`src/rtl/stack_seq_pkg.sv`:
```
// rtl/stack_seq_pkg.sv - shared opcode/state types and defaults for the stack operation sequencer
package stack_seq_pkg;

    localparam int DW_DEF    = 8;
    localparam int DEPTH_DEF = 32;

    typedef enum logic [2:0] {
        OP_ADD   = 3'b000,
        OP_SUB   = 3'b001,
        OP_AND   = 3'b010,
        OP_NOT   = 3'b011,
        OP_PUSHI = 3'b100,
        OP_POP   = 3'b101,
        OP_DUP   = 3'b110,
        OP_ILL   = 3'b111
    } opcode_e;

    typedef enum logic [2:0] {
        S_IDLE,
        S_POP_B,
        S_TOS,
        S_GET_B,
        S_GET_A,
        S_PUSH,
        S_DONE
    } state_e;

    function automatic logic is_binary(input opcode_e op);
        return (op == OP_ADD) || (op == OP_SUB) || (op == OP_AND);
    endfunction

endpackage

```
`src/rtl/stack_seq_alu.sv`:
```
// rtl/stack_seq_alu.sv - combinational ALU; a is the deeper operand, carry is borrow for SUB
module stack_seq_alu
    import stack_seq_pkg::*;
#(
    parameter int DW = DW_DEF
) (
    input  opcode_e       op,
    input  logic [DW-1:0] a,
    input  logic [DW-1:0] b,
    output logic [DW-1:0] res,
    output logic          carry
);

    logic [DW:0] sum;
    logic [DW:0] diff;

    assign sum  = {1'b0, a} + {1'b0, b};
    assign diff = {1'b0, a} - {1'b0, b};

    always_comb begin
        res   = b;
        carry = 1'b0;
        case (op)
            OP_ADD: begin
                res   = sum[DW-1:0];
                carry = sum[DW];
            end
            OP_SUB: begin
                res   = diff[DW-1:0];
                carry = diff[DW];
            end
            OP_AND:  res = a & b;
            OP_NOT:  res = ~b;
            default: res = b;
        endcase
    end

endmodule

```
`src/rtl/stack_op_sequencer.sv`:
```
// rtl/stack_op_sequencer.sv - multicycle stack-machine controller driving a DEPTH x DW operand stack
// Optional Z/C flag outputs under macro STACK_SEQ_FLAGS_EN.
module stack_op_sequencer
    import stack_seq_pkg::*;
#(
    parameter int DW    = DW_DEF,
    parameter int DEPTH = DEPTH_DEF
) (
    input  logic                     clk,
    input  logic                     rst,
    input  logic                     start,
    input  logic [2:0]               opcode,
    input  logic [DW-1:0]            imm,
    output logic                     busy,
    output logic                     done,
    output logic                     err,
    output logic [DW-1:0]            result,
    output logic [$clog2(DEPTH):0]   depth,
    output logic                     stk_push,
    output logic                     stk_pop,
    output logic                     stk_tos,
`ifdef STACK_SEQ_FLAGS_EN
    output logic                     flag_z,
    output logic                     flag_c,
`endif
    output logic [DW-1:0]            stk_din,
    input  logic [DW-1:0]            stk_dout
);

    localparam int DPW = $clog2(DEPTH) + 1;
    localparam logic [DPW-1:0] FULL = DPW'(DEPTH);

    state_e          state_q, state_d;
    opcode_e         op_q, op_d;
    logic [DW-1:0]   b_q, b_d;
    logic [DW-1:0]   result_q, result_d;
    logic            err_q, err_d;
    logic [DPW-1:0]  depth_q;
    logic            illegal;
    logic            wr_flags;
    logic [DW-1:0]   alu_b, alu_res;
    logic            alu_carry;

    // b comes straight off the stack in GET_B (NOT), from the capture register in GET_A
    assign alu_b = (state_q == S_GET_B) ? stk_dout : b_q;

    stack_seq_alu #(.DW(DW)) u_alu (
        .op    (op_q),
        .a     (stk_dout),
        .b     (alu_b),
        .res   (alu_res),
        .carry (alu_carry)
    );

    always_comb begin
        case (opcode_e'(opcode))
            OP_ADD, OP_SUB, OP_AND: illegal = (depth_q < DPW'(2));
            OP_NOT, OP_POP:         illegal = (depth_q == '0);
            OP_DUP:                 illegal = (depth_q == '0) || (depth_q == FULL);
            OP_PUSHI:               illegal = (depth_q == FULL);
            default:                illegal = 1'b1;
        endcase
    end

    always_comb begin
        state_d  = state_q;
        op_d     = op_q;
        b_d      = b_q;
        result_d = result_q;
        err_d    = err_q;
        wr_flags = 1'b0;
        case (state_q)
            S_IDLE: begin
                if (start) begin
                    op_d = opcode_e'(opcode);
                    if (illegal) begin
                        err_d   = 1'b1;
                        state_d = S_DONE;
                    end else begin
                        err_d = 1'b0;
                        case (opcode_e'(opcode))
                            OP_PUSHI: begin
                                result_d = imm;
                                state_d  = S_PUSH;
                            end
                            OP_DUP:  state_d = S_TOS;
                            default: state_d = S_POP_B;
                        endcase
                    end
                end
            end
            S_POP_B, S_TOS: state_d = S_GET_B;
            S_GET_B: begin
                b_d = stk_dout;
                if (is_binary(op_q)) begin
                    state_d = S_GET_A;
                end else if (op_q == OP_NOT) begin
                    result_d = alu_res;
                    wr_flags = 1'b1;
                    state_d  = S_PUSH;
                end else if (op_q == OP_DUP) begin
                    result_d = stk_dout;
                    state_d  = S_PUSH;
                end else begin
                    result_d = stk_dout;
                    state_d  = S_DONE;
                end
            end
            S_GET_A: begin
                result_d = alu_res;
                wr_flags = 1'b1;
                state_d  = S_PUSH;
            end
            S_PUSH:  state_d = S_DONE;
            S_DONE:  state_d = S_IDLE;
            default: state_d = S_IDLE;
        endcase
    end

    always_ff @(posedge clk or posedge rst) begin
        if (rst) begin
            state_q  <= S_IDLE;
            op_q     <= OP_ADD;
            b_q      <= '0;
            result_q <= '0;
            err_q    <= 1'b0;
            depth_q  <= '0;
        end else begin
            state_q  <= state_d;
            op_q     <= op_d;
            b_q      <= b_d;
            result_q <= result_d;
            err_q    <= err_d;
            if (stk_push)
                depth_q <= depth_q + DPW'(1);
            else if (stk_pop)
                depth_q <= depth_q - DPW'(1);
        end
    end

`ifdef STACK_SEQ_FLAGS_EN
    logic flag_z_q, flag_c_q;

    always_ff @(posedge clk or posedge rst) begin
        if (rst) begin
            flag_z_q <= 1'b0;
            flag_c_q <= 1'b0;
        end else if (wr_flags) begin
            flag_z_q <= (result_d == '0);
            flag_c_q <= alu_carry;
        end
    end

    assign flag_z = flag_z_q;
    assign flag_c = flag_c_q;
`else
    logic unused_flags;
    assign unused_flags = alu_carry ^ wr_flags;
`endif

    assign busy     = (state_q != S_IDLE) && (state_q != S_DONE);
    assign done     = (state_q == S_DONE);
    assign err      = err_q;
    assign result   = result_q;
    assign depth    = depth_q;
    assign stk_push = (state_q == S_PUSH);
    assign stk_pop  = (state_q == S_POP_B) || ((state_q == S_GET_B) && is_binary(op_q));
    assign stk_tos  = (state_q == S_TOS);
    assign stk_din  = result_q;

endmodule

```
`config.mk`:
```
export PLATFORM = sky130hd
export DESIGN_NAME = stack_op_sequencer
export DESIGN_NICKNAME = d
export VERILOG_FILES = /design/src/rtl/stack_seq_pkg.sv /design/src/rtl/stack_seq_alu.sv /design/src/rtl/stack_op_sequencer.sv
export SDC_FILE = /design/constraint.sdc
export NUM_CORES = 1
export LEC_CHECK = 0
export ABC_CLOCK_PERIOD_IN_PS = 4900
export CAP_MARGIN = 0
export CORE_MARGIN = 3
export CORE_UTILIZATION = 45
export CTS_CLUSTER_DIAMETER = 150
export DETAILED_ROUTE_END_ITERATION = 16
export GPL_ROUTABILITY_DRIVEN = 1
export HOLD_SLACK_MARGIN = 0.03
export PLACE_DENSITY_LB_ADDON = 0.12
export SLEW_MARGIN = 0
export SYNTH_ARGS = -nofsm -noshare
export SYNTH_HDL_FRONTEND = slang
export SYNTH_HIERARCHICAL = 1
export SYNTH_SLANG_ARGS = --single-unit
```
`constraint.sdc`:
```
create_clock -name clk -period 4.9 [get_ports clk]
set_clock_uncertainty 0.1 [all_clocks]
set_input_delay 0.735 -clock clk [delete_from_list [all_inputs] [get_ports clk]]
set_output_delay 0.735 -clock clk [all_outputs]
set_load 0.02 [all_outputs]
```
==> results of run 1 <==
## worst max path at each step
stage	slack (ns)	to	depth (start not counted)
global placement	1.02	result[4]$_DFFE_PP0P_	11
floorplan	1.75	result[4]$_DFFE_PP0P_	13
CTS	1.20	result[4]$_DFFE_PP0P_	11
global route	1.06	result[4]$_DFFE_PP0P_	11
finish	1.21	result[4]$_DFFE_PP0P_	11
detailed placement	1.06	result[4]$_DFFE_PP0P_	11
## cell usage in the layout (no fill, tap or decap), drive strengths merged, types with 4 or more instances in the layout
cell type       n
buf             4
clkbuf          5
o21ai          29
mux2           14
nand2b          6
clkdlybuf4s50  49
nor3            4
xnor2           6
nand2          31
xor2            4
a222oi          8
nor2           22
a21oi          24
dfrtp          29
mux2i           4
nand3b          4
nor2b           6
inv            18
or3             4
ha             20
## worst min-delay path: cells and delay by family (launching register included)
| kind | cells | cell delay, ns |
|---|---|---|
| flops | 1 | 0.36 |
| simple gates | 1 | 0.05 |
| compound gates | 1 | 0.06 |
## flip-flops by register name (all words and copies together), names as in the netlist
signal and cells:
b_q 8, depth 6, op_q 3, err 1
result 8, state_q 3
## metal layers
| layer | vias up | wire (microns) | part of all wire, % | global-route usage [%] |
|---|---|---|---|---|
| met4 | 0 | 34 | 0.51 | 2.01 |
| met5 | - | 0 | 0 | 0 |
| met2 | 92 | 2920 | 43 | 28.8 |
| li1 | 1216 | - | - | - |
| met3 | 6 | 456 | 6.8 | 4.12 |
| met1 | 1149 | 3310 | 49 | 28.2 |
## power groups by stage
stage | logic (W) | registers (W) | clock network, W
2_1_floorplan | 0.00139 | 0.000536 | 0
3_3_place_gp | 0.00181 | 0.000500 | 0
3_5_place_dp | 0.00182 | 0.000507 | 0
4_1_cts | 0.00183 | 0.000503 | 0.000261
5_1_grt | 0.00203 | 0.000523 | 0.000271
6_report | 0.00184 | 0.000500 | 0.000254
## stage by stage
step	power, W	hold slack, ns	util, %	cell area [sq um]
floorplan	0.00193	0.399	-	2790
global placement	0.00231	0.391	53.7	3200
detailed placement	0.00233	0.396	53.7	3200
CTS	0.00260	0.416	55.7	3310
global route	0.00282	0.444	55.7	3310
finish	0.00260	0.406	55.7	3310
## cell type report
| class | instances | area (sq um) | share of cell area, % |
|---|---|---|---|
| multi-input combinational | 245 | 1790 | 54.1 |
| sequential | 29 | 726 | 21.9 |
| clock inverter | 3 | 46.3 | 1.40 |
| tap | 75 | 93.8 | 2.83 |
| inverter | 18 | 67.6 | 2.04 |
| timing repair buffer | 53 | 520 | 15.7 |
| clock buffer | 5 | 68.8 | 2.08 |
==> results.yml, run 1 <==
outcome:
  status: "finished, final reports clean"
global_route:
  antenna_found_initial: 0
  grt_max_degree: 30
  grt_overflow: 0
  grt.total_usage_pct: 18.8
  grt_pass1_vias: 2266
  grt_pass1_wl_mm: 11.1
flow_run:
  cap_violations: 0
placed_design:
  gp_congestion: 0.911
  dpl.cell_count: 420
  post-place-ws_ns: 1.06
  port_buffers: 49
  dp_hpwl_mm: 4.90
pwr:
  seq_power_share_pct: 19.3
  comb_power_share_pct: 70.9
  power-per-cell-area_nw_per_um2: 783
  clkPwrFrac_pct: 9.8
  switching_share_pct: 48.3
  switching_power_w: 0.00125
  p_int_w: 0.00134
  leakage_nw: 1.41
  ir_drop_mv: 0.449
sta:
  max_freq_ghz: 0.271
  fin_tns_setup_ns: 0
  min_period_over_period_pct: 75.3
  worst_slack_ns: 1.21
  relSlewSlack_pct: 49.5
  setup_viol: 0
  grt_setup_unrepaired: "no"
  tightest_slew_ns: 0.753
  maxSlewViolCount: 0
  fin_crit_ns: 3.69
  hold_viol_final: 0
setup_path:
  path_delay_family: "simple AND/OR/NAND/NOR gates"
  cp_data_required_time_ns: 4.94
  crit_chain: "nand3b_4, mux2_2, ha_1, fa_1, nand2b_1, a21oi_1, or3_1, and2_1, o211a_1, a222oi_1, o21ai_1"
  ff2ff_path_depth: 11
  worstReg2RegStart: "state_q[2]$_DFFE_PP0P_"
  r2r-end: "result[4]$_DFFE_PP0P_"
  crit_buf_inv: 0
  critPathSlowestCell: "dfrtp_1"
  critical_path_class: "flop to flop"
  cp-end-kind: "flop"
  critPathMaxFanout: 14
  start_kind: "flop"
  r2r_setup_slack_ns: 1.21
  cp_slowest_stage_delay_ns: 0.63
  worstSetupStartpoint: "state_q[2]$_DFFE_PP0P_"
  worstPathArrival_ns: 3.73
floorplanning:
  dieArea_sq_um: 7170
  start_util_pct: 46.8
  io_pins: 50
  die_w_microns: 84.7
  core_sq_um: 5960
  row_count: 28
  die_h_microns: 84.7
final_layout:
  drive_gt1_share_pct: 11.3
  fin_cells: 428
  syn2layout_area_growth_pct: 18.9
  num_antenna_cells: 0
  nFillCells: 580
  nNetsFinal: 397
yosys:
  syn-instance-count: 318
  ys_warn_count: 6
  syn_area_sq_um: 2790
  syn-num-nets: 363
  syn_avg_cell_area_sq_um: 8.76
min_path:
  whs_path_depth: 2
  hold-path-endpoint: "result[2]$_DFFE_PP0P_"
  holdCritPathClass: "flop to flop"
  hp-start: "result[2]$_DFFE_PP0P_"
route:
  vias: 2463
  routedWlPerCell_microns: 15.7
  drt_iter0_markers: 214
  via_per_inst: 5.75
  drtPass1Iterations: 5
  ant_nets: 0
  drc: 0
  routed_wl_mm: 6.72
clock_network:
  clk_pin_slew_ns: 0.08
  post_cts_buffers: 0
  hold_buffers: 0
  cts-root-buf: "clkbuf_8"
  cts_sinks: 29
  cts_buffers: 5
  htree_levels: 2
  cts_tree: "built"
  cts_max_path_buffers: 2
  clk_latency_ns: 0.28
  ctsResizeCount: 0
Note: power is estimated with default switching activity, not from simulation.
==> run 2: changes to the inputs <==
ABC_CLOCK_PERIOD_IN_PS = 3450   (was 4900)
clock period = 3.45 ns   (was 4.9 ns; I/O delays follow)
==> run 2 against run 1 <==
Net effect:
- combinational power rose by 50%
- utilization is 1.9 points higher
- via count increased by 3.0%
- routed wire length grew 6.3%
- non-clock buffer count increased by 15
- sequential power increased by 37%
- critical path type unchanged
==> results.yml, run 2 (synthesized netlist as in run 1, its figures left out) <==
floorplanning:
  core_sq_um: 5960
  row_count: 28
  start_util_pct: 46.8
  die_w_microns: 84.7
  dieArea_sq_um: 7170
  io_pins: 50
  die_h_microns: 84.7
global_route:
  grt_overflow: 0
  antenna_found_initial: 0
  grt_max_degree: 30
  grt_pass1_wl_mm: 12.0
  grt.total_usage_pct: 20.4
  grt_pass1_vias: 2531
placed_design:
  port_buffers: 49
  gp_congestion: 0.894
  dp_hpwl_mm: 5.40
route:
  drtPass1Iterations: 6
  drt_iter0_markers: 141
  routed_wl_mm: 7.14
  vias: 2537
  ant_nets: 0
  via_per_inst: 5.73
  routedWlPerCell_microns: 16.1
  drc: 0
pwr:
  power-per-cell-area_nw_per_um2: 1110
  leakage_nw: 1.48
  ir_drop_mv: 0.690
clock_network:
  cts_max_path_buffers: 2
  htree_levels: 2
  cts_buffers: 5
  clk_pin_slew_ns: 0.08
  ctsResizeCount: 0
  cts_tree: "built"
  clk_latency_ns: 0.29
  post_cts_buffers: 0
  hold_buffers: 0
  cts_sinks: 29
  cts-root-buf: "clkbuf_8"
setup_path:
  critPathMaxFanout: 8
  worstPathArrival_ns: 3.20
  r2r-end: "result[6]$_DFFE_PP0P_"
  cp-end-kind: "flop"
  critical_path_class: "flop to flop"
  ff2ff_path_depth: 12
  worstReg2RegStart: "state_q[0]$_DFFE_PP0P_"
  start_kind: "flop"
  r2r_setup_slack_ns: 0.30
  cp_data_required_time_ns: 3.50
sta:
  tightest_slew_ns: 0.698
  setup_viol: 0
  maxSlewViolCount: 0
  max_freq_ghz: 0.318
  fin_crit_ns: 3.15
  hold_viol_final: 0
  grt_setup_unrepaired: "no"
  min_period_over_period_pct: 91.2
  fin_tns_setup_ns: 0
  relSlewSlack_pct: 53.5
  hold_slack_ns: 0.407
final_layout:
  drive_gt1_share_pct: 14.9
  final_cell_mix: "clkdlybuf4s50_1, nand2_1, dfrtp_1, a21oi_1, nor2_1"
  syn2layout_area_growth_pct: 23.0
  num_antenna_cells: 0
  regArea_sq_um: 726
  multi_input_area_sq_um: 1790
  nNetsFinal: 412
  nFillCells: 566
  mostFrequentLayoutCell: "clkdlybuf4s50_1"
flow_run:
  cap_violations: 0
min_path:
  hold-path-endpoint: "result[0]$_DFFE_PP0P_"
  hp-start: "result[0]$_DFFE_PP0P_"
  whs_path_depth: 2
  holdCritPathClass: "flop to flop"
outcome:
  status: "finished, final reports clean"
-- run 2: metal layers --
metal,share of wire [%],wire length (microns),GRT usage [%]
met1,47,3370,28.2
met2,48,3410,34.2
met3,4.3,306,3.24
met4,0.80,57,3.60
met5,0,0,0
-- run 2: worst max-delay path by stage --
stage,startpoint,to,slack (ns)
after floorplan,state_q[0]$_DFFE_PP0P_,result[4]$_DFFE_PP0P_,0.30
after global placement,stk_dout[0],result[4]$_DFFE_PP0P_,0.09
after detailed placement,stk_dout[0],result[4]$_DFFE_PP0P_,0.04
after CTS,state_q[2]$_DFFE_PP0P_,result[4]$_DFFE_PP0P_,0.32
after global routing,state_q[0]$_DFFE_PP0P_,result[6]$_DFFE_PP0P_,0.13
final,state_q[0]$_DFFE_PP0P_,result[6]$_DFFE_PP0P_,0.30
-- run 2: critical path: stages (launching register included) --
cell and delay [ns]:
dfrtp_1 0.41, nand3b_4 0.15, buf_4 0.20, mux2_2 0.35, inv_1 0.07, ha_1 0.31
or2_0 0.23, a211oi_1 0.39, o21ai_1 0.15, o21ai_1 0.14, nand3_1 0.07, a222oi_1 0.36
o21ai_2 0.07
-- run 2: where the power goes --
part           switching [W]  total [W]  internal (W)
Combinational        0.00150    0.00276       0.00125
Clock               0.000151   0.000367      0.000216
Sequential          0.000170   0.000687      0.000518
-- run 2: layout make-up --
type / count / share of cell area, %
sequential: 29 / 21.2
timing repair buffer: 68 / 18.5
inverter: 18 / 1.97
tap: 75 / 2.74
clock inverter: 3 / 1.35
clock buffer: 5 / 2.01
multi-input combinational: 245 / 52.3
-- run 2: per-stage QoR --
| stage | cell area, sq um | utilization [%] | setup WS (ns) | instances | total power [W] |
|---|---|---|---|---|---|
| 6_report | 3430 | 57.5 | 0.303 | 443 | 0.00381 |
| 5_1_grt | 3430 | 57.5 | 0.130 | 443 | 0.00414 |
| 4_1_cts | 3430 | 57.5 | 0.316 | 443 | 0.00382 |
| 3_5_place_dp | 3310 | 55.6 | 0.0404 | 435 | 0.00343 |
| 3_3_place_gp | 3310 | 55.6 | 0.0890 | 435 | 0.00336 |
| 2_1_floorplan | 2790 | - | 0.296 | 318 | 0.00273 |
==> run 3: changes to the inputs <==
CTS_CLUSTER_SIZE = 24   (was default)
==> results of run 3 <==
Final layout, timing and power as in run 2 (identical DEF).
